## config.mk

```make
export PLATFORM = sky130hd
export DESIGN_NAME = pong_match_ctrl_flat
export DESIGN_NICKNAME = d
export VERILOG_FILES = /design/src/rtl/pong_match_ctrl_pkg.sv /design/src/rtl/pong_match_ctrl_if.sv /design/src/rtl/pong_tick_ramp.sv /design/src/rtl/pong_match_ctrl.sv /design/src/flat_wrapper.sv
export SDC_FILE = /design/constraint.sdc
export NUM_CORES = 1
export LEC_CHECK = 0
export ABC_CLOCK_PERIOD_IN_PS = 3050
export CAP_MARGIN = 20
export CORE_MARGIN = 3
export CORE_UTILIZATION = 45
export CTS_CLUSTER_DIAMETER = 200
export DETAILED_ROUTE_END_ITERATION = 16
export GPL_TIMING_DRIVEN = 1
export HOLD_SLACK_MARGIN = 0.03
export PLACE_DENSITY = 0.7
export SLEW_MARGIN = 10
export SYNTH_ARGS = -nofsm -noshare
export SYNTH_HDL_FRONTEND = slang
export SYNTH_SLANG_ARGS = --single-unit
```

## constraint.sdc

```tcl
create_clock -name _i_clk -period 3.05 [get_ports _i_clk]
set_input_delay 0.61 -clock _i_clk [delete_from_list [all_inputs] [get_ports _i_clk]]
set_output_delay 0.61 -clock _i_clk [all_outputs]
set_load 0.1 [all_outputs]
```

## src/rtl/pong_match_ctrl_pkg.sv

```systemverilog
// Shared types and constants for the pong match controller and its tick ramp.
package pong_pkg;

  localparam int SCORE_W = 4;
  localparam int TICK_W  = 32;

  typedef enum logic [2:0] {
    IDLE  = 3'd0,
    SERVE = 3'd1,
    RALLY = 3'd2,
    OVER  = 3'd3
  } state_e;

  localparam logic [1:0] WIN_NONE = 2'd0;
  localparam logic [1:0] WIN_L    = 2'd1;
  localparam logic [1:0] WIN_R    = 2'd2;

endpackage

```

## src/rtl/pong_match_ctrl_if.sv

```systemverilog
// Button/core event inputs and score/core-control outputs of the match controller.
interface pong_match_ctrl_if;
  import pong_pkg::*;

  logic               _i_start;
  logic               _i_hit;
  logic               _i_miss_l;
  logic               _i_miss_r;
  logic               _o_core_rst;
  logic [TICK_W-1:0]  _o_tick_len;
  logic [SCORE_W-1:0] _o_score_l;
  logic [SCORE_W-1:0] _o_score_r;
  logic [1:0]         _o_winner;
  logic [2:0]         _o_state;

  modport master (
    output _i_start, _i_hit, _i_miss_l, _i_miss_r,
    input  _o_core_rst, _o_tick_len, _o_score_l, _o_score_r, _o_winner, _o_state
  );

  modport slave (
    input  _i_start, _i_hit, _i_miss_l, _i_miss_r,
    output _o_core_rst, _o_tick_len, _o_score_l, _o_score_r, _o_winner, _o_state
  );

endinterface

```

## src/rtl/pong_tick_ramp.sv

```systemverilog
// Tick-length register: reloads base, shortens by tick>>SPEEDUP_SHIFT per hit (floor MIN_TICK_LEN).
// Latency 1 cycle from hit/load; no backpressure. Ramp built only with PONG_MATCH_SPEEDUP_EN.
module pong_tick_ramp
  import pong_pkg::*;
#(
  parameter logic [TICK_W-1:0] BASE_TICK_LEN = 32'd3_000_000,
  parameter logic [TICK_W-1:0] MIN_TICK_LEN  = 32'd750_000,
  parameter int                SPEEDUP_SHIFT = 3
) (
  input  logic              clk,
  input  logic              rst_n,
  input  logic              load_base,
  input  logic              hit,
  output logic [TICK_W-1:0] tick_len
);

`ifdef PONG_MATCH_SPEEDUP_EN
  logic [TICK_W-1:0] tick_q;
  logic [TICK_W-1:0] tick_dec;

  // tick >> shift is never larger than tick, so the subtraction cannot wrap
  always_comb begin
    tick_dec = tick_q - (tick_q >> SPEEDUP_SHIFT);
    if (tick_dec < MIN_TICK_LEN) begin
      tick_dec = MIN_TICK_LEN;
    end
  end

  always_ff @(posedge clk or negedge rst_n) begin
    if (!rst_n) begin
      tick_q <= BASE_TICK_LEN;
    end else if (load_base) begin
      tick_q <= BASE_TICK_LEN;
    end else if (hit) begin
      tick_q <= tick_dec;
    end
  end

  assign tick_len = tick_q;
`else
  logic unused_ramp;
  assign unused_ramp = ^{clk, rst_n, load_base, hit, MIN_TICK_LEN, 32'(SPEEDUP_SHIFT)};
  assign tick_len    = BASE_TICK_LEN;
`endif

endmodule

```

## src/rtl/pong_match_ctrl.sv

```systemverilog
// Pong match sequencer: serve delay, rally scoring, winner detection, core reset and tick length.
// All outputs registered (1-cycle latency); no backpressure. Speed-up ramp via PONG_MATCH_SPEEDUP_EN.
module pong_match_ctrl
  import pong_pkg::*;
#(
  parameter logic [TICK_W-1:0] BASE_TICK_LEN = 32'd3_000_000,
  parameter logic [TICK_W-1:0] MIN_TICK_LEN  = 32'd750_000,
  parameter int                SPEEDUP_SHIFT = 3,
  parameter int unsigned       SERVE_CYCLES  = 12_000_000,
  parameter int unsigned       WIN_SCORE     = 5
) (
  input  logic              _i_clk,
  input  logic              _i_rst_n,
  pong_match_ctrl_if.slave  bus
);

  localparam logic [SCORE_W-1:0] WIN_S      = SCORE_W'(WIN_SCORE);
  localparam logic [TICK_W-1:0]  SERVE_LOAD = TICK_W'(SERVE_CYCLES - 1);

  state_e             state_q, state_d;
  logic [TICK_W-1:0]  serve_cnt_q, serve_cnt_d;
  logic [SCORE_W-1:0] score_l_q, score_l_d;
  logic [SCORE_W-1:0] score_r_q, score_r_d;
  logic [1:0]         winner_q, winner_d;
  logic               core_rst_q;
  logic               ramp_hit;
  logic               ramp_load;
  logic [TICK_W-1:0]  tick_len;

  always_ff @(posedge _i_clk or negedge _i_rst_n) begin
    if (!_i_rst_n) begin
      state_q     <= IDLE;
      serve_cnt_q <= '0;
      score_l_q   <= '0;
      score_r_q   <= '0;
      winner_q    <= WIN_NONE;
      core_rst_q  <= 1'b1;
    end else begin
      state_q     <= state_d;
      serve_cnt_q <= serve_cnt_d;
      score_l_q   <= score_l_d;
      score_r_q   <= score_r_d;
      winner_q    <= winner_d;
      core_rst_q  <= (state_d != RALLY);
    end
  end

  always_comb begin
    state_d     = state_q;
    serve_cnt_d = serve_cnt_q;
    score_l_d   = score_l_q;
    score_r_d   = score_r_q;
    winner_d    = winner_q;
    ramp_hit    = 1'b0;
    unique case (state_q)
      IDLE, OVER: begin
        if (bus._i_start) begin
          score_l_d   = '0;
          score_r_d   = '0;
          winner_d    = WIN_NONE;
          serve_cnt_d = SERVE_LOAD;
          state_d     = SERVE;
        end
      end
      SERVE: begin
        if (serve_cnt_q == '0) begin
          state_d = RALLY;
        end else begin
          serve_cnt_d = serve_cnt_q - 1'b1;
        end
      end
      RALLY: begin
        // misses outrank a same-cycle hit; a double miss is a let
        if (bus._i_miss_l && bus._i_miss_r) begin
          serve_cnt_d = SERVE_LOAD;
          state_d     = SERVE;
        end else if (bus._i_miss_l || bus._i_miss_r) begin
          if (bus._i_miss_l) begin
            score_r_d = score_r_q + 1'b1;
          end else begin
            score_l_d = score_l_q + 1'b1;
          end
          if (score_l_d == WIN_S) begin
            winner_d = WIN_L;
            state_d  = OVER;
          end else if (score_r_d == WIN_S) begin
            winner_d = WIN_R;
            state_d  = OVER;
          end else begin
            serve_cnt_d = SERVE_LOAD;
            state_d     = SERVE;
          end
        end else begin
          ramp_hit = bus._i_hit;
        end
      end
      default: state_d = IDLE;
    endcase
  end

  // outside RALLY the ramp sits at base, so every rally starts from BASE_TICK_LEN
  assign ramp_load = (state_q != RALLY);

  pong_tick_ramp #(
    .BASE_TICK_LEN (BASE_TICK_LEN),
    .MIN_TICK_LEN  (MIN_TICK_LEN),
    .SPEEDUP_SHIFT (SPEEDUP_SHIFT)
  ) u_ramp (
    .clk       (_i_clk),
    .rst_n     (_i_rst_n),
    .load_base (ramp_load),
    .hit       (ramp_hit),
    .tick_len  (tick_len)
  );

  assign bus._o_core_rst = core_rst_q;
  assign bus._o_tick_len = tick_len;
  assign bus._o_score_l  = score_l_q;
  assign bus._o_score_r  = score_r_q;
  assign bus._o_winner   = winner_q;
  assign bus._o_state    = state_q;

endmodule

```

## src/flat_wrapper.sv

```systemverilog
// flat-port wrapper written by rule: the top's interface ports become plain ports
module pong_match_ctrl_flat import pong_pkg::*;
#(
  parameter logic [TICK_W-1:0] BASE_TICK_LEN = 32'd3_000_000,
  parameter logic [TICK_W-1:0] MIN_TICK_LEN  = 32'd750_000,
  parameter int                SPEEDUP_SHIFT = 3,
  parameter int unsigned       SERVE_CYCLES  = 12_000_000,
  parameter int unsigned       WIN_SCORE     = 5
)
  (_i_clk, _i_rst_n, bus__i_start, bus__i_hit, bus__i_miss_l, bus__i_miss_r, bus__o_core_rst, bus__o_tick_len, bus__o_score_l, bus__o_score_r, bus__o_winner, bus__o_state);
  pong_match_ctrl_if bus_i ();
  input  logic _i_clk;
  input  logic _i_rst_n;
  input wire logic [$bits(bus_i._i_start)-1:0] bus__i_start;
  input wire logic [$bits(bus_i._i_hit)-1:0] bus__i_hit;
  input wire logic [$bits(bus_i._i_miss_l)-1:0] bus__i_miss_l;
  input wire logic [$bits(bus_i._i_miss_r)-1:0] bus__i_miss_r;
  output wire logic [$bits(bus_i._o_core_rst)-1:0] bus__o_core_rst;
  output wire logic [$bits(bus_i._o_tick_len)-1:0] bus__o_tick_len;
  output wire logic [$bits(bus_i._o_score_l)-1:0] bus__o_score_l;
  output wire logic [$bits(bus_i._o_score_r)-1:0] bus__o_score_r;
  output wire logic [$bits(bus_i._o_winner)-1:0] bus__o_winner;
  output wire logic [$bits(bus_i._o_state)-1:0] bus__o_state;
  assign bus_i._i_start = bus__i_start;
  assign bus_i._i_hit = bus__i_hit;
  assign bus_i._i_miss_l = bus__i_miss_l;
  assign bus_i._i_miss_r = bus__i_miss_r;
  assign bus__o_core_rst = bus_i._o_core_rst;
  assign bus__o_tick_len = bus_i._o_tick_len;
  assign bus__o_score_l = bus_i._o_score_l;
  assign bus__o_score_r = bus_i._o_score_r;
  assign bus__o_winner = bus_i._o_winner;
  assign bus__o_state = bus_i._o_state;
  pong_match_ctrl #(.BASE_TICK_LEN(BASE_TICK_LEN), .MIN_TICK_LEN(MIN_TICK_LEN), .SPEEDUP_SHIFT(SPEEDUP_SHIFT), .SERVE_CYCLES(SERVE_CYCLES), .WIN_SCORE(WIN_SCORE)) u_core (._i_clk(_i_clk), ._i_rst_n(_i_rst_n), .bus(bus_i));
endmodule
```

### Yosys cells after proc, flatten, opt, wreduce, memory -nomap -nowiden

Cells that the tools add are included.
Widths: inputs -> output; s select.

* reductions and logical operators: 10
* equal/unequal tests: 14
* muxes and demuxes: 35
* $add $sub $neg: 3

Operators with widths (count)
* $mux 32: 6
* $pmux 32 s3: 1
* $mux 4: 13
* $logic_not 32->1: 1
* $sub 32x1->32 const B: 1
* $pmux 4 s2: 2
* $mux 3: 5
* $mux 2: 6
* $ne 3x2->1 const B: 3
* $pmux 3 s3: 1
* $add 4x1->4 const B: 2
* $eq 4x3->1 const B: 2
* $eq 3x2->1 const B: 2
* $ne 2x2->1 const B: 3
* $ne 3x1->1 const B: 2
* $reduce_and 6->1: 1
* $reduce_and 5->1: 1
* $pmux 2 s2: 1
* $reduce_and 4->1: 1
* $eq 3x1->1 const B: 1
* $logic_not 3->1: 1
* $reduce_bool 3->1: 1
* $ne 2x1->1 const B: 1
* $reduce_bool 2->1: 1
* other kinds (3): 3

* input bits: 6
* bits in registers: 46

### Depth between registers and ports, before layout

Gate-level depths: netlist of run 1.

* depth in word-level cells: 12
* mapped depth: 9

### Hierarchy

Synthesis of run 1 repeated with hierarchy kept, for this count alone.

* cell total of the unflattened synthesis: 333
* area total of the unflattened synthesis: 2931.6 um^2

By module, submodules not included
* pong_match_ctrl: cells each 299, area each 2683.8 um^2, sequential area each 1152.4 um^2, times used 1
* pong_tick_ramp: cells each 34, area each 247.7 um^2, sequential area each 0.0 um^2, times used 1

### Worst setup path after synthesis of run 1

Ideal clock, no wire load.

* path type: register to register
* start: register u_core.score_l_q[0], in the netlist u_core.bus._o_score_l[0]
* end: register u_core.serve_cnt_q[12]
* path buffers: 1
* setup slack: 0.154 ns
* stages on the path, launching flop included: 8
* arrival time: 2.777 ns
* path through: dfrtp_1 ha_1 or4_1 a211o_1 nand3_1 clkbuf_1 nor2_1 o21a_1

* longest elaborated chain between the ends: 8

Ends and longest elaborated chain
* start, declared: line pong_match_ctrl.sv:22 `logic [SCORE_W-1:0] score_l_q, score_l_d;`
* start signal, assigned: line pong_match_ctrl.sv:41 `score_l_q <= score_l_d;`
* $add 4x1->4: line pong_match_ctrl.sv:81 `score_l_d = score_l_q + 1'b1;`
* $mux 4 (*): line pong_match_ctrl.sv:78 `if (bus._i_miss_l) begin`
* $mux 4 (*): line pong_match_ctrl.sv:77 `end else if (bus._i_miss_l || bus._i_miss_r) begin`
* $mux 4 (*): line pong_match_ctrl.sv:74 `if (bus._i_miss_l && bus._i_miss_r) begin`
* $mux 4 (*): line pong_match_ctrl.sv:55 `unique case (state_q)`
* $eq 4x3->1 (*): line pong_match_ctrl.sv:83 `if (score_l_d == WIN_S) begin`
* $ne 3x2->1 (no source line) (*)
* $reduce_and 6->1 (no source line) (*)
* end signal, assigned: line pong_match_ctrl.sv:40 `serve_cnt_q <= serve_cnt_d;`
* end, declared: line pong_match_ctrl.sv:21 `logic [TICK_W-1:0] serve_cnt_q, serve_cnt_d;`

Mark *: on every way between the ends. The rest lies on a longest branch, timed or not. The select of a mux whose other input is x is not followed.
A chain may end at the register's enable or synchronous reset.

### Worst setup path in the final report of run 1

* start: input port bus__i_miss_l
* end: register u_core.serve_cnt_q[10]

* longest elaborated chain between the ends: 7
* elaborated cells between the ends (all ways): 18

Ends and longest elaborated chain
* start, declared: line flat_wrapper.sv:16 `input wire logic [$bits(bus_i._i_miss_l)-1:0] bus__i_miss_l;`
* $mux 4: line pong_match_ctrl.sv:78
* $mux 4: line pong_match_ctrl.sv:77
* $mux 4: line pong_match_ctrl.sv:74
* $mux 4: line pong_match_ctrl.sv:55
* $eq 4x3->1 (on tied branches): line pong_match_ctrl.sv:83, pong_match_ctrl.sv:86
* $ne 3x2->1 (no source line)
* $reduce_and 6->1 (no source line)

Parallel ways exist; a longest one is shown, timed or not. The select of a mux whose other input is x is not followed.

==> summary.txt, run 1 <==
flip-flop and latch count after synthesis - 46
top post-synthesis cells by count - sky130_fd_sc_hd__dfrtp_1 (45), sky130_fd_sc_hd__buf_4 (32), sky130_fd_sc_hd__o21ai_0 (32)
Worst Hold Class - primary input to async pin
number of distinct library cells after synthesis - 62
buffer depth of the longest clock path - 2
clock input transition at the sequential cells of the worst setup and hold paths - 80 ps
fmax - 360 MHz
Die ar. - 7680 um^2
overall fraction of global-route tracks in use - 18.1%
total negative setup slack - 0 ps
Max Fanout on Critical Path - 14
non-filler cells in the finished layout - 444
initial antenna violation count - 0
buffers inserted by post-CTS timing repair - 0
top_reg_cell synth - sky130_fd_sc_hd__dfrtp_1
count of endpoints failing setup in the final report - 0
result of the run - complete, no violations
parity-gate share of the synthesized area counting xor and xnor cells - 1.17%
number of fill cells - 600
Compound-Gate Fraction of Synth Area - 22.6%
share of synthesized cell area in and, or, nand and nor gates - 25.2%
count of boundary I/O pins - 52
CTS HTree Levels - 2
total leakage power - 1.36 nW
via/cell ratio - 5.79
RSZ-0062 raised after global routing - false
Pwr Density - 436 nW/um^2
detail-routed net length per standard cell - 15.0 um
end-of-flow core utilization - 50.6%
combinational family with the most area after synthesis - simple AND/OR/NAND/NOR gates
worst skew pair latency - 290 ps
Mapped Cells - 345
total number of vias - 2569
worst clock skew on the final layout - 7.60 ps
endpoint required time on the critical path - 3230 ps
core footprint - 6420 um^2
area share of the leading cell type in the synthesized netlist - 37.5%
Adder-Cell Fraction of Synth Area - 1.25%
share of cell area taken by muxes after synthesis - 0.334%
count of port buffers added during placement - 18
first-pass GRT wire length - 11.2 mm
cell area after synthesis - 3000 um^2
layout cells sized above 1 - 12.5%
Final Wtd Congestion - 0.856
maximum number of pins on one net before global-route repair - 47
routed wire length - 6.67 mm
largest area contributor in the netlist - sky130_fd_sc_hd__dfrtp_1
initial core utilization - 46.7%
Area contributors post-synth - sky130_fd_sc_hd__dfrtp_1 (38%), sky130_fd_sc_hd__buf_4 (8.0%), sky130_fd_sc_hd__o21ai_0 (5.3%)
cts hold-fix bufs - 0
number of clock buffers inserted by TritonCTS - 5
number of endpoints with negative hold slack in the final report - 0
DIE HEIGHT - 87.7 um
buffer type at the clock tree root - sky130_fd_sc_hd__clkbuf_8
EDFF count, synth - 0
internal reg-to-reg setup slack - 340 ps
area overhead of the layout relative to synthesis - 8.22%
final worst path period share - 91.0%
Std-Cell Rows - 29
sum of net half-perimeters after detailed placement - 4.69 mm
dpl ws - 21.0 ps
die boundary width - 87.7 um
Cell Count Post-Placement - 435
arrival time at the worst endpoint - 2960 ps
worst setup path category - primary input to register
Remaining Overflow, GRT - 0
number of DRC violations after detailed routing - 0
n_diodes - 0
count leader, synth - sky130_fd_sc_hd__dfrtp_1
startpoint kind of the worst setup timing path - primary input
proportion of register bits with asynchronous set or reset after synthesis - 100%
proportion of synthesized chip area in sequential cells - 38.4%
Tightest Pin Transition - 605 ps
# resized after CTS - 0
Worst Reg-to-Reg Cells - 6
Max transition margin - 59.6%
clock tree from TritonCTS - built
via count of the first global-routing pass - 2441
Initial DRC Count - 144
syn_area_per_cell - 8.70 um^2
post-route minimum period - 2780 ps
MaxCap Viol Count - 0
First-pass DRT Iterations - 5
Critical Path Sink Type - register
Antenna Violating Nets Remaining - 0
number of nets in the finished design - 375
maximum VDD drop - 0.188 mV
Synth warnings - 0
number of clock sinks - 46
setup slack after layout - 274 ps
Slew Limit Fails - 0
layer usage:
metal / global-route usage, % / up-vias / share of wire, %
met4: 5.72 / 0 / 0.74
met1: 24.2 / 1224 / 46
li1: - / 1276 / -
met5: 0 / - / 0
met2: 29.5 / 64 / 47
met3: 3.39 / 5 / 5.7
critical path: stages:
cell                              delay, ps
sky130_fd_sc_hd__clkdlybuf4s50_1        760
sky130_fd_sc_hd__nor3_1                 150
sky130_fd_sc_hd__o21ai_0                250
sky130_fd_sc_hd__nor3b_1                330
sky130_fd_sc_hd__and3_1                 470
sky130_fd_sc_hd__o21ai_0                160
sky130_fd_sc_hd__a32o_1                 220
through the flow:
stage / total power [mW] / instance area [um^2] / hold WS, ps
finish: 1.42 / 3250 / 193
global route: 1.49 / 3250 / 207
CTS: 1.43 / 3230 / 522
detailed placement: 1.04 / 3140 / 503
global placement: 1.03 / 3140 / 492
floorplan: 1.00 / 3120 / 314
kinds of logic (layout without fill, tap and decap cells):
| logic type | Yosys count | count (layout) |
|---|---|---|
| buffers and inverters | 52 | 43 |
| multiplexers | 1 | 1 |
| other | 2 | 33 |
| AO/OA/AOI/OAI | 102 | 102 |
| XOR/XNOR | 4 | 4 |
| AND/OR/NAND/NOR | 135 | 135 |
| adder cells (fa/ha/maj) | 3 | 3 |
| flip-flops | 46 | 46 |
sequential cells by signal, indices dropped and copies added, names as in the netlist:
signal,cells
u_core.bus._o_score_l,4
u_core.bus._o_state,3
u_core.bus._o_score_r,4
u_core.bus._o_winner,2
u_core.serve_cnt_q,32
u_core.bus._o_core_rst,1
cell usage in the layout (no fill, tap or decap), types with 3 or more instances in the layout:
| master | Yosys | layout |
|---|---|---|
| sky130_fd_sc_hd__o311ai_0 | 4 | 4 |
| sky130_fd_sc_hd__or3_1 | 11 | 11 |
| sky130_fd_sc_hd__conb_1 | 2 | 33 |
| sky130_fd_sc_hd__clkbuf_8 | 0 | 6 |
| sky130_fd_sc_hd__nand2_1 | 29 | 29 |
| sky130_fd_sc_hd__nor3_1 | 18 | 18 |
| sky130_fd_sc_hd__nand4_1 | 4 | 4 |
| sky130_fd_sc_hd__a311oi_1 | 3 | 3 |
| sky130_fd_sc_hd__nand2b_1 | 3 | 3 |
| sky130_fd_sc_hd__nor4_1 | 9 | 9 |
| sky130_fd_sc_hd__nor2_1 | 26 | 26 |
| sky130_fd_sc_hd__clkdlybuf4s50_1 | 0 | 3 |
| sky130_fd_sc_hd__ha_1 | 3 | 3 |
| sky130_fd_sc_hd__buf_4 | 32 | 22 |
| sky130_fd_sc_hd__a211o_1 | 4 | 4 |
| sky130_fd_sc_hd__or4_1 | 4 | 4 |
| sky130_fd_sc_hd__nor3b_1 | 3 | 3 |
| sky130_fd_sc_hd__nand3_1 | 8 | 8 |
| sky130_fd_sc_hd__a31oi_1 | 10 | 10 |
| sky130_fd_sc_hd__o21ai_0 | 32 | 32 |
| sky130_fd_sc_hd__a21oi_1 | 19 | 19 |
| sky130_fd_sc_hd__o211ai_1 | 5 | 5 |
| sky130_fd_sc_hd__dfrtp_1 | 45 | 45 |
| sky130_fd_sc_hd__inv_1 | 7 | 7 |
| sky130_fd_sc_hd__xnor2_1 | 3 | 3 |
| sky130_fd_sc_hd__o31ai_1 | 6 | 6 |
power by group:
part / total, mW / switching, mW / internal, mW
Combinational: 0.365 / 0.296 / 0.0699
Sequential: 0.667 / 0.0317 / 0.636
Clock: 0.384 / 0.201 / 0.183
Total: 1.42 / 0.528 / 0.889
final timing paths:
| path | start | end |
|---|---|---|
| min in group _i_clk | u_core.bus._o_winner[0]$_DFFE_PN0P_ | u_core.bus._o_winner[0]$_DFFE_PN0P_ |
| worst max-delay path | bus__i_miss_l | u_core.serve_cnt_q[10]$_DFFE_PN0P_ |
| worst min register to register | u_core.bus._o_winner[0]$_DFFE_PN0P_ | u_core.bus._o_winner[0]$_DFFE_PN0P_ |
| worst min-delay path | _i_rst_n | u_core.serve_cnt_q[23]$_DFFE_PN0P_ |
| worst max register to register | u_core.serve_cnt_q[18]$_DFFE_PN0P_ | u_core.serve_cnt_q[5]$_DFFE_PN0P_ |
| max in group asynchronous | _i_rst_n | u_core.bus._o_core_rst$_DFF_PN1_ |
layout make-up:
cell class / count / area, um^2 / area share, %
multi-input cells: 278 / 1640 / 50.5
flip-flops and latches: 46 / 1150 / 35.5
repair buffers: 28 / 240 / 7.40
well taps: 77 / 96.3 / 2.97
clock buffers: 7 / 86.3 / 2.66
inverters: 7 / 26.3 / 0.809
clock inverters: 1 / 5.00 / 0.154
Note: power is estimated with default switching activity, not from simulation.
==> inputs of run 2 (changes only) <==
CORE_MARGIN = 2   (was 3)
==> summary.txt, run 2 (synthesized netlist as in run 1, its figures left out) <==
result of the run - complete, no violations
most frequent cell on the critical path - sky130_fd_sc_hd__or4_1
count of port buffers added during placement - 18 (unchanged)
initial antenna violation count - 0 (unchanged)
area overhead of the layout relative to synthesis - 9.05%
count of boundary I/O pins - 52 (unchanged)
Critical Path Sink Type - register
MaxCap Viol Count - 0 (unchanged)
Tightest Pin Transition - 672 ps (+67.2 ps)
total leakage power - 1.37 nW (+0.88%)
crit-path max cell delay - 710 ps (-50 ps)
detail-routed net length per standard cell - 15.2 um (+1.5%)
# resized after CTS - 0 (unchanged)
buffer depth of the longest clock path - 2 (unchanged)
n_diodes - 0 (unchanged)
initial core utilization - 47.0% (+0.27 points)
clock tree from TritonCTS - built
buffer type at the clock tree root - sky130_fd_sc_hd__clkbuf_8
Die ar. - 7340 um^2 (-4.5%)
area taken by multi-input logic gates - 1640 um^2 (unchanged)
total cell area at the placement stage - 3150 um^2 (+0.32%)
Max Fanout on Critical Path - 7 (-7)
maximum VDD drop - 0.252 mV (+34%)
critical path, cell by cell - or4_1, or3_1, or4_1, nand3_1, or4_1, o211ai_1
Worst Hold Class - primary input to async pin
maximum number of pins on one net before global-route repair - 47 (unchanged)
Slew Limit Fails - 0 (unchanged)
Max transition margin - 55.1% (-4.5 points)
DIE HEIGHT - 85.7 um (-2.3%)
post-route minimum period - 2710 ps (-60.9 ps)
Slowest-stage cell, CP - sky130_fd_sc_hd__or4_1
number of clock buffers inserted by TritonCTS - 5 (unchanged)
Final Wtd Congestion - 0.793 (-7.4%)
Largest delay share family, worst path - simple AND/OR/NAND/NOR gates
first-pass GRT wire length - 11.4 mm (+1.2%)
die boundary width - 85.7 um (-2.3%)
arrival time at the worst endpoint - 2900 ps (-60 ps)
most common cell after layout, fill and taps aside - sky130_fd_sc_hd__dfrtp_1
count of endpoints failing setup in the final report - 0 (unchanged)
number of clock sinks - 46 (unchanged)
buffers and inverters on the worst path - 0 (-1)
Cell Count Post-Placement - 438 (+0.69%)
number of nets in the finished design - 378 (+0.80%)
Remaining Overflow, GRT - 0 (unchanged)
clock input transition at the sequential cells of the worst setup and hold paths - 90 ps (about the same)
non-filler cells in the finished layout - 447 (+0.68%)
number of endpoints with negative hold slack in the final report - 0 (unchanged)
number of fill cells - 620 (+3.3%)
total negative setup slack - 0 ps (unchanged)
fmax - 368 MHz (+2.2%)
register name with the most flops - u_core.serve_cnt_q
Pwr Density - 454 nW/um^2 (+4.2%)
worst setup path category - register to register
buffers inserted by post-CTS timing repair - 0 (unchanged)
core footprint - 6390 um^2 (-0.57%)
CTS HTree Levels - 2 (unchanged)
routed wire length - 6.81 mm (+2.1%)
Sequential Area - 1150 um^2 (unchanged)
Std-Cell Rows - 29 (unchanged)
Antenna Violating Nets Remaining - 0 (unchanged)
startpoint kind of the worst setup timing path - register
post-layout instance area - 3270 um^2 (+0.77%)
worst skew pair latency - 300 ps (about the same)
via count of the first global-routing pass - 2394 (-1.9%)
endpoint required time on the critical path - 3230 ps (about the same)
worst clock skew on the final layout - 12.3 ps (+4.73 ps)
total number of vias - 2653 (+3.3%)
flip-flop count of the largest register after layout - 32 (unchanged)
commonest non-fill, non-tap cells in the layout - sky130_fd_sc_hd__dfrtp_1 (45), sky130_fd_sc_hd__conb_1 (33), sky130_fd_sc_hd__o21ai_0 (32)
Initial DRC Count - 231 (+60%)
sum of net half-perimeters after detailed placement - 4.73 mm (+1.0%)
RSZ-0062 raised after global routing - false
via/cell ratio - 5.94 (+2.6%)
layout cells sized above 1 - 13.0% (+0.44 points)
number of DRC violations after detailed routing - 0 (unchanged)
overall fraction of global-route tracks in use - 19.1% (+1.0 points)
final worst path period share - 89.0% (-2.0 points)
First-pass DRT Iterations - 5 (unchanged)
end-of-flow core utilization - 51.2% (+0.68 points)
cts hold-fix bufs - 0 (unchanged)
-- run 2: final cells by class --
cell class / count / share of cell area, %
repair buffers: 31 / 7.65
inverters: 7 / 0.803
clock buffers: 7 / 2.33
multi-input cells: 278 / 50.1
flip-flops and latches: 46 / 35.2
well taps: 77 / 2.94
clock inverters: 1 / 0.918
-- run 2: stage by stage --
step / power (mW) / worst slack, ps / hold WS (ps)
2_1_floorplan: 1.00 / 154 / 314
3_3_place_gp: 1.03 / 268 / 494
3_5_place_dp: 1.04 / 246 / 497
4_1_cts: 1.49 / 359 / 518
5_1_grt: 1.55 / 161 / 233
6_report: 1.49 / 335 / 203
-- run 2: worst paths after layout --
check | start | to | slack, ps | cells after the start
max | u_core.serve_cnt_q[18]$_DFFE_PN0P_ | u_core.serve_cnt_q[5]$_DFFE_PN0P_ | 340 | 6
min | _i_rst_n | u_core.serve_cnt_q[6]$_DFFE_PN0P_ | 200 | 1
max reg2reg | u_core.serve_cnt_q[18]$_DFFE_PN0P_ | u_core.serve_cnt_q[5]$_DFFE_PN0P_ | 340 | 6
min reg2reg | u_core.bus._o_winner[1]$_DFFE_PN0P_ | u_core.bus._o_winner[1]$_DFFE_PN0P_ | 520 | 2
max in group asynchronous | _i_rst_n | u_core.bus._o_core_rst$_DFF_PN1_ | 2280 | 2
min in group _i_clk | u_core.bus._o_winner[1]$_DFFE_PN0P_ | u_core.bus._o_winner[1]$_DFFE_PN0P_ | 520 | 2
-- run 2: report_power, final --
group	switching, mW	total, mW	internal [mW]
Sequential	0.0297	0.665	0.636
Combinational	0.295	0.365	0.0702
Clock	0.211	0.456	0.246
-- run 2: routing by layer --
layer	GRT usage (%)	up-vias	routed length, um
met5	0	-	0
met4	5.05	0	55
met3	3.27	5	286
met2	32.2	66	3350
met1	25.4	1298	3110
li1	-	1284	-
==> inputs of run 3 (changes only) <==
SLEW_MARGIN = 20   (was 10)
==> summary.txt, run 3 (synthesized netlist as in run 1, its figures left out) <==
internal power - 0.949 mW (-0.22%)
flip-flop count of the largest register after layout - 32 (unchanged)
most frequent cell on the critical path - sky130_fd_sc_hd__or4_1
logic gate share of total power - 24.3% (-0.3 points)
Max Fanout on Critical Path - 7 (unchanged)
Cell Count Post-Placement - 438 (unchanged)
internal reg-to-reg setup slack - 350 ps (about the same)
DIE HEIGHT - 85.7 um (unchanged)
detail-routed net length per standard cell - 15.2 um (about the same)
First-pass DRT Iterations - 4 (-1)
Setup crit end - u_core.serve_cnt_q[5]$_DFFE_PN0P_
buffers inserted by post-CTS timing repair - 0 (unchanged)
number of DRC violations after detailed routing - 0 (unchanged)
Initial DRC Count - 221 (-4.3%)
number of clock buffers inserted by TritonCTS - 5 (unchanged)
Final Wtd Congestion - 0.793 (unchanged)
Die ar. - 7340 um^2 (unchanged)
Overall Power - 1.49 mW (+0.25%)
crit-path max cell delay - 700 ps (about the same)
fraction of power consumed by the clock network - 31.1% (+0.4 points)
routed wire length - 6.80 mm (-0.13%)
Net Sw Frac - 36.3% (+0.30 points)
initial core utilization - 47.0% (unchanged)
register name with the most flops - u_core.serve_cnt_q
clock tree from TritonCTS - built
maximum VDD drop - 0.218 mV (-13%)
total negative setup slack - 0 ps (unchanged)
worst skew pair latency - 300 ps (about the same)
first-pass GRT wire length - 11.4 mm (unchanged)
worst clock skew on the final layout - 11.4 ps (-0.940 ps)
post-route minimum period - 2700 ps (-10.8 ps)
cts hold-fix bufs - 0 (unchanged)
count of boundary I/O pins - 52 (unchanged)
die boundary width - 85.7 um (unchanged)
Slowest-stage cell, CP - sky130_fd_sc_hd__or4_1
Worst Hold Class - primary input to async pin
Remaining Overflow, GRT - 0 (unchanged)
number of endpoints with negative hold slack in the final report - 0 (unchanged)
critical path, cell by cell - or4_1, or3_1, or4_1, nand3_1, or4_1, o211ai_1
sw power - 0.541 mW (+1.1%)
total number of vias - 2635 (-0.68%)
clock input transition at the sequential cells of the worst setup and hold paths - 90 ps (about the same)
total cell area at the placement stage - 3150 um^2 (unchanged)
count of port buffers added during placement - 18 (unchanged)
Antenna Violating Nets Remaining - 0 (unchanged)
relative contribution of sequential cells to total power - 44.6% (about the same)
Critical Path Sink Type - register
layout cells sized above 1 - 12.7% (-0.24 points)
n_diodes - 0 (unchanged)
# resized after CTS - 0 (unchanged)
sum of net half-perimeters after detailed placement - 4.73 mm (unchanged)
most common cell after layout, fill and taps aside - sky130_fd_sc_hd__dfrtp_1
core footprint - 6390 um^2 (unchanged)
result of the run - complete, no violations
total leakage power - 1.36 nW (-0.62%)
fmax - 370 MHz (+0.40%)
area overhead of the layout relative to synthesis - 8.47%
worst reg2reg startpoint - u_core.serve_cnt_q[18]$_DFFE_PN0P_
buffer depth of the longest clock path - 2 (unchanged)
Pwr Density - 458 nW/um^2 (+0.79%)
Slew Limit Fails - 0 (unchanged)
startpoint kind of the worst setup timing path - register
end-of-flow core utilization - 51.0% (-0.27 points)
non-filler cells in the finished layout - 446 (-0.22%)
Worst Reg-to-Reg Cells - 6 (unchanged)
endpoint required time on the critical path - 3230 ps (about the same)
CTS HTree Levels - 2 (unchanged)
via count of the first global-routing pass - 2394 (unchanged)
initial antenna violation count - 0 (unchanged)
Std-Cell Rows - 29 (unchanged)
overall fraction of global-route tracks in use - 19.1% (unchanged)
number of clock sinks - 46 (unchanged)
worst setup path category - register to register
Max transition margin - 56.5% (+1.4 points)
MaxCap Viol Count - 0 (unchanged)
number of fill cells - 623 (+0.48%)
final worst path period share - 88.7% (-0.35 points)
via/cell ratio - 5.91 (-0.46%)
maximum number of pins on one net before global-route repair - 47 (unchanged)
Critical R2R Capture - u_core.serve_cnt_q[5]$_DFFE_PN0P_
number of nets in the finished design - 377 (-0.26%)
arrival time at the worst endpoint - 2890 ps (about the same)
RSZ-0062 raised after global routing - false
Tightest Pin Transition - 646 ps (-25.9 ps)
Critical Path Start - u_core.serve_cnt_q[18]$_DFFE_PN0P_
post-layout instance area - 3250 um^2 (-0.54%)
commonest non-fill, non-tap cells in the layout - sky130_fd_sc_hd__dfrtp_1 (45), sky130_fd_sc_hd__conb_1 (33), sky130_fd_sc_hd__o21ai_0 (32)
buffer type at the clock tree root - sky130_fd_sc_hd__clkbuf_8
count of endpoints failing setup in the final report - 0 (unchanged)
run 3: cell count changes in the layout (fill, tap and decap cells not counted):
| cell | delta |
|---|---|
| sky130_fd_sc_hd__buf_12 | -1 |
| sky130_fd_sc_hd__buf_4 | +1 |
| sky130_fd_sc_hd__buf_2 | -1 |
run 3: through the flow:
| stage | hold slack, ps | worst slack (ps) |
|---|---|---|
| 3_3_place_gp | 494 | 268 |
| 5_1_grt | 359 | 161 |
| 3_5_place_dp | 497 | 246 |
| 6_report | 310 | 346 |
| 4_1_cts | 518 | 359 |
| 2_1_floorplan | 314 | 154 |
run 3: per-layer routing:
metal / up-vias / part of all wire [%] / track usage [%]
li1: 1280 / - / -
met1: 1278 / 45 / 25.4
met2: 72 / 50 / 32.2
met3: 5 / 5.2 / 3.27
met4: 0 / 0.75 / 5.05
met5: - / 0 / 0
run 3: cell type report:
class                      count  area [um^2]  area share, %
sequential                    46         1150           35.4
clock buffer                   7         76.3           2.35
timing repair buffer          30          233           7.15
multi-input combinational    278         1640           50.4
clock inverter                 1         30.0          0.923
tap                           77         96.3           2.96
inverter                       7         26.3          0.807
run 3: worst min-delay path by stage:
stage                                        start                                   end  slack, ps  depth (start not counted)
2_1_floorplan                             _i_rst_n  u_core.bus._o_score_l[0]$_DFFE_PN0P_        310                          0
3_3_place_gp    u_core.serve_cnt_q[10]$_DFFE_PN0P_    u_core.serve_cnt_q[10]$_DFFE_PN0P_        490                          1
3_5_place_dp   u_core.bus._o_winner[1]$_DFFE_PN0P_   u_core.bus._o_winner[1]$_DFFE_PN0P_        500                          2
4_1_cts        u_core.bus._o_winner[1]$_DFFE_PN0P_   u_core.bus._o_winner[1]$_DFFE_PN0P_        520                          2
5_1_grt                                   _i_rst_n     u_core.serve_cnt_q[6]$_DFFE_PN0P_        360                          1
6_report                                  _i_rst_n     u_core.serve_cnt_q[6]$_DFFE_PN0P_        310                          1
run 3: critical path, delay by kind of cell, from the launching register on:
kind            cells  cell delay (ps)
simple gates        5             2060
flops               1              440
compound gates      1               70
run 3: power groups by stage:
stage	combinational [mW]	clock, mW	sequential (mW)
6_report	0.363	0.463	0.665
2_1_floorplan	0.325	0	0.679
5_1_grt	0.387	0.492	0.671
3_5_place_dp	0.360	0	0.677
4_1_cts	0.361	0.464	0.664
3_3_place_gp	0.354	0	0.676
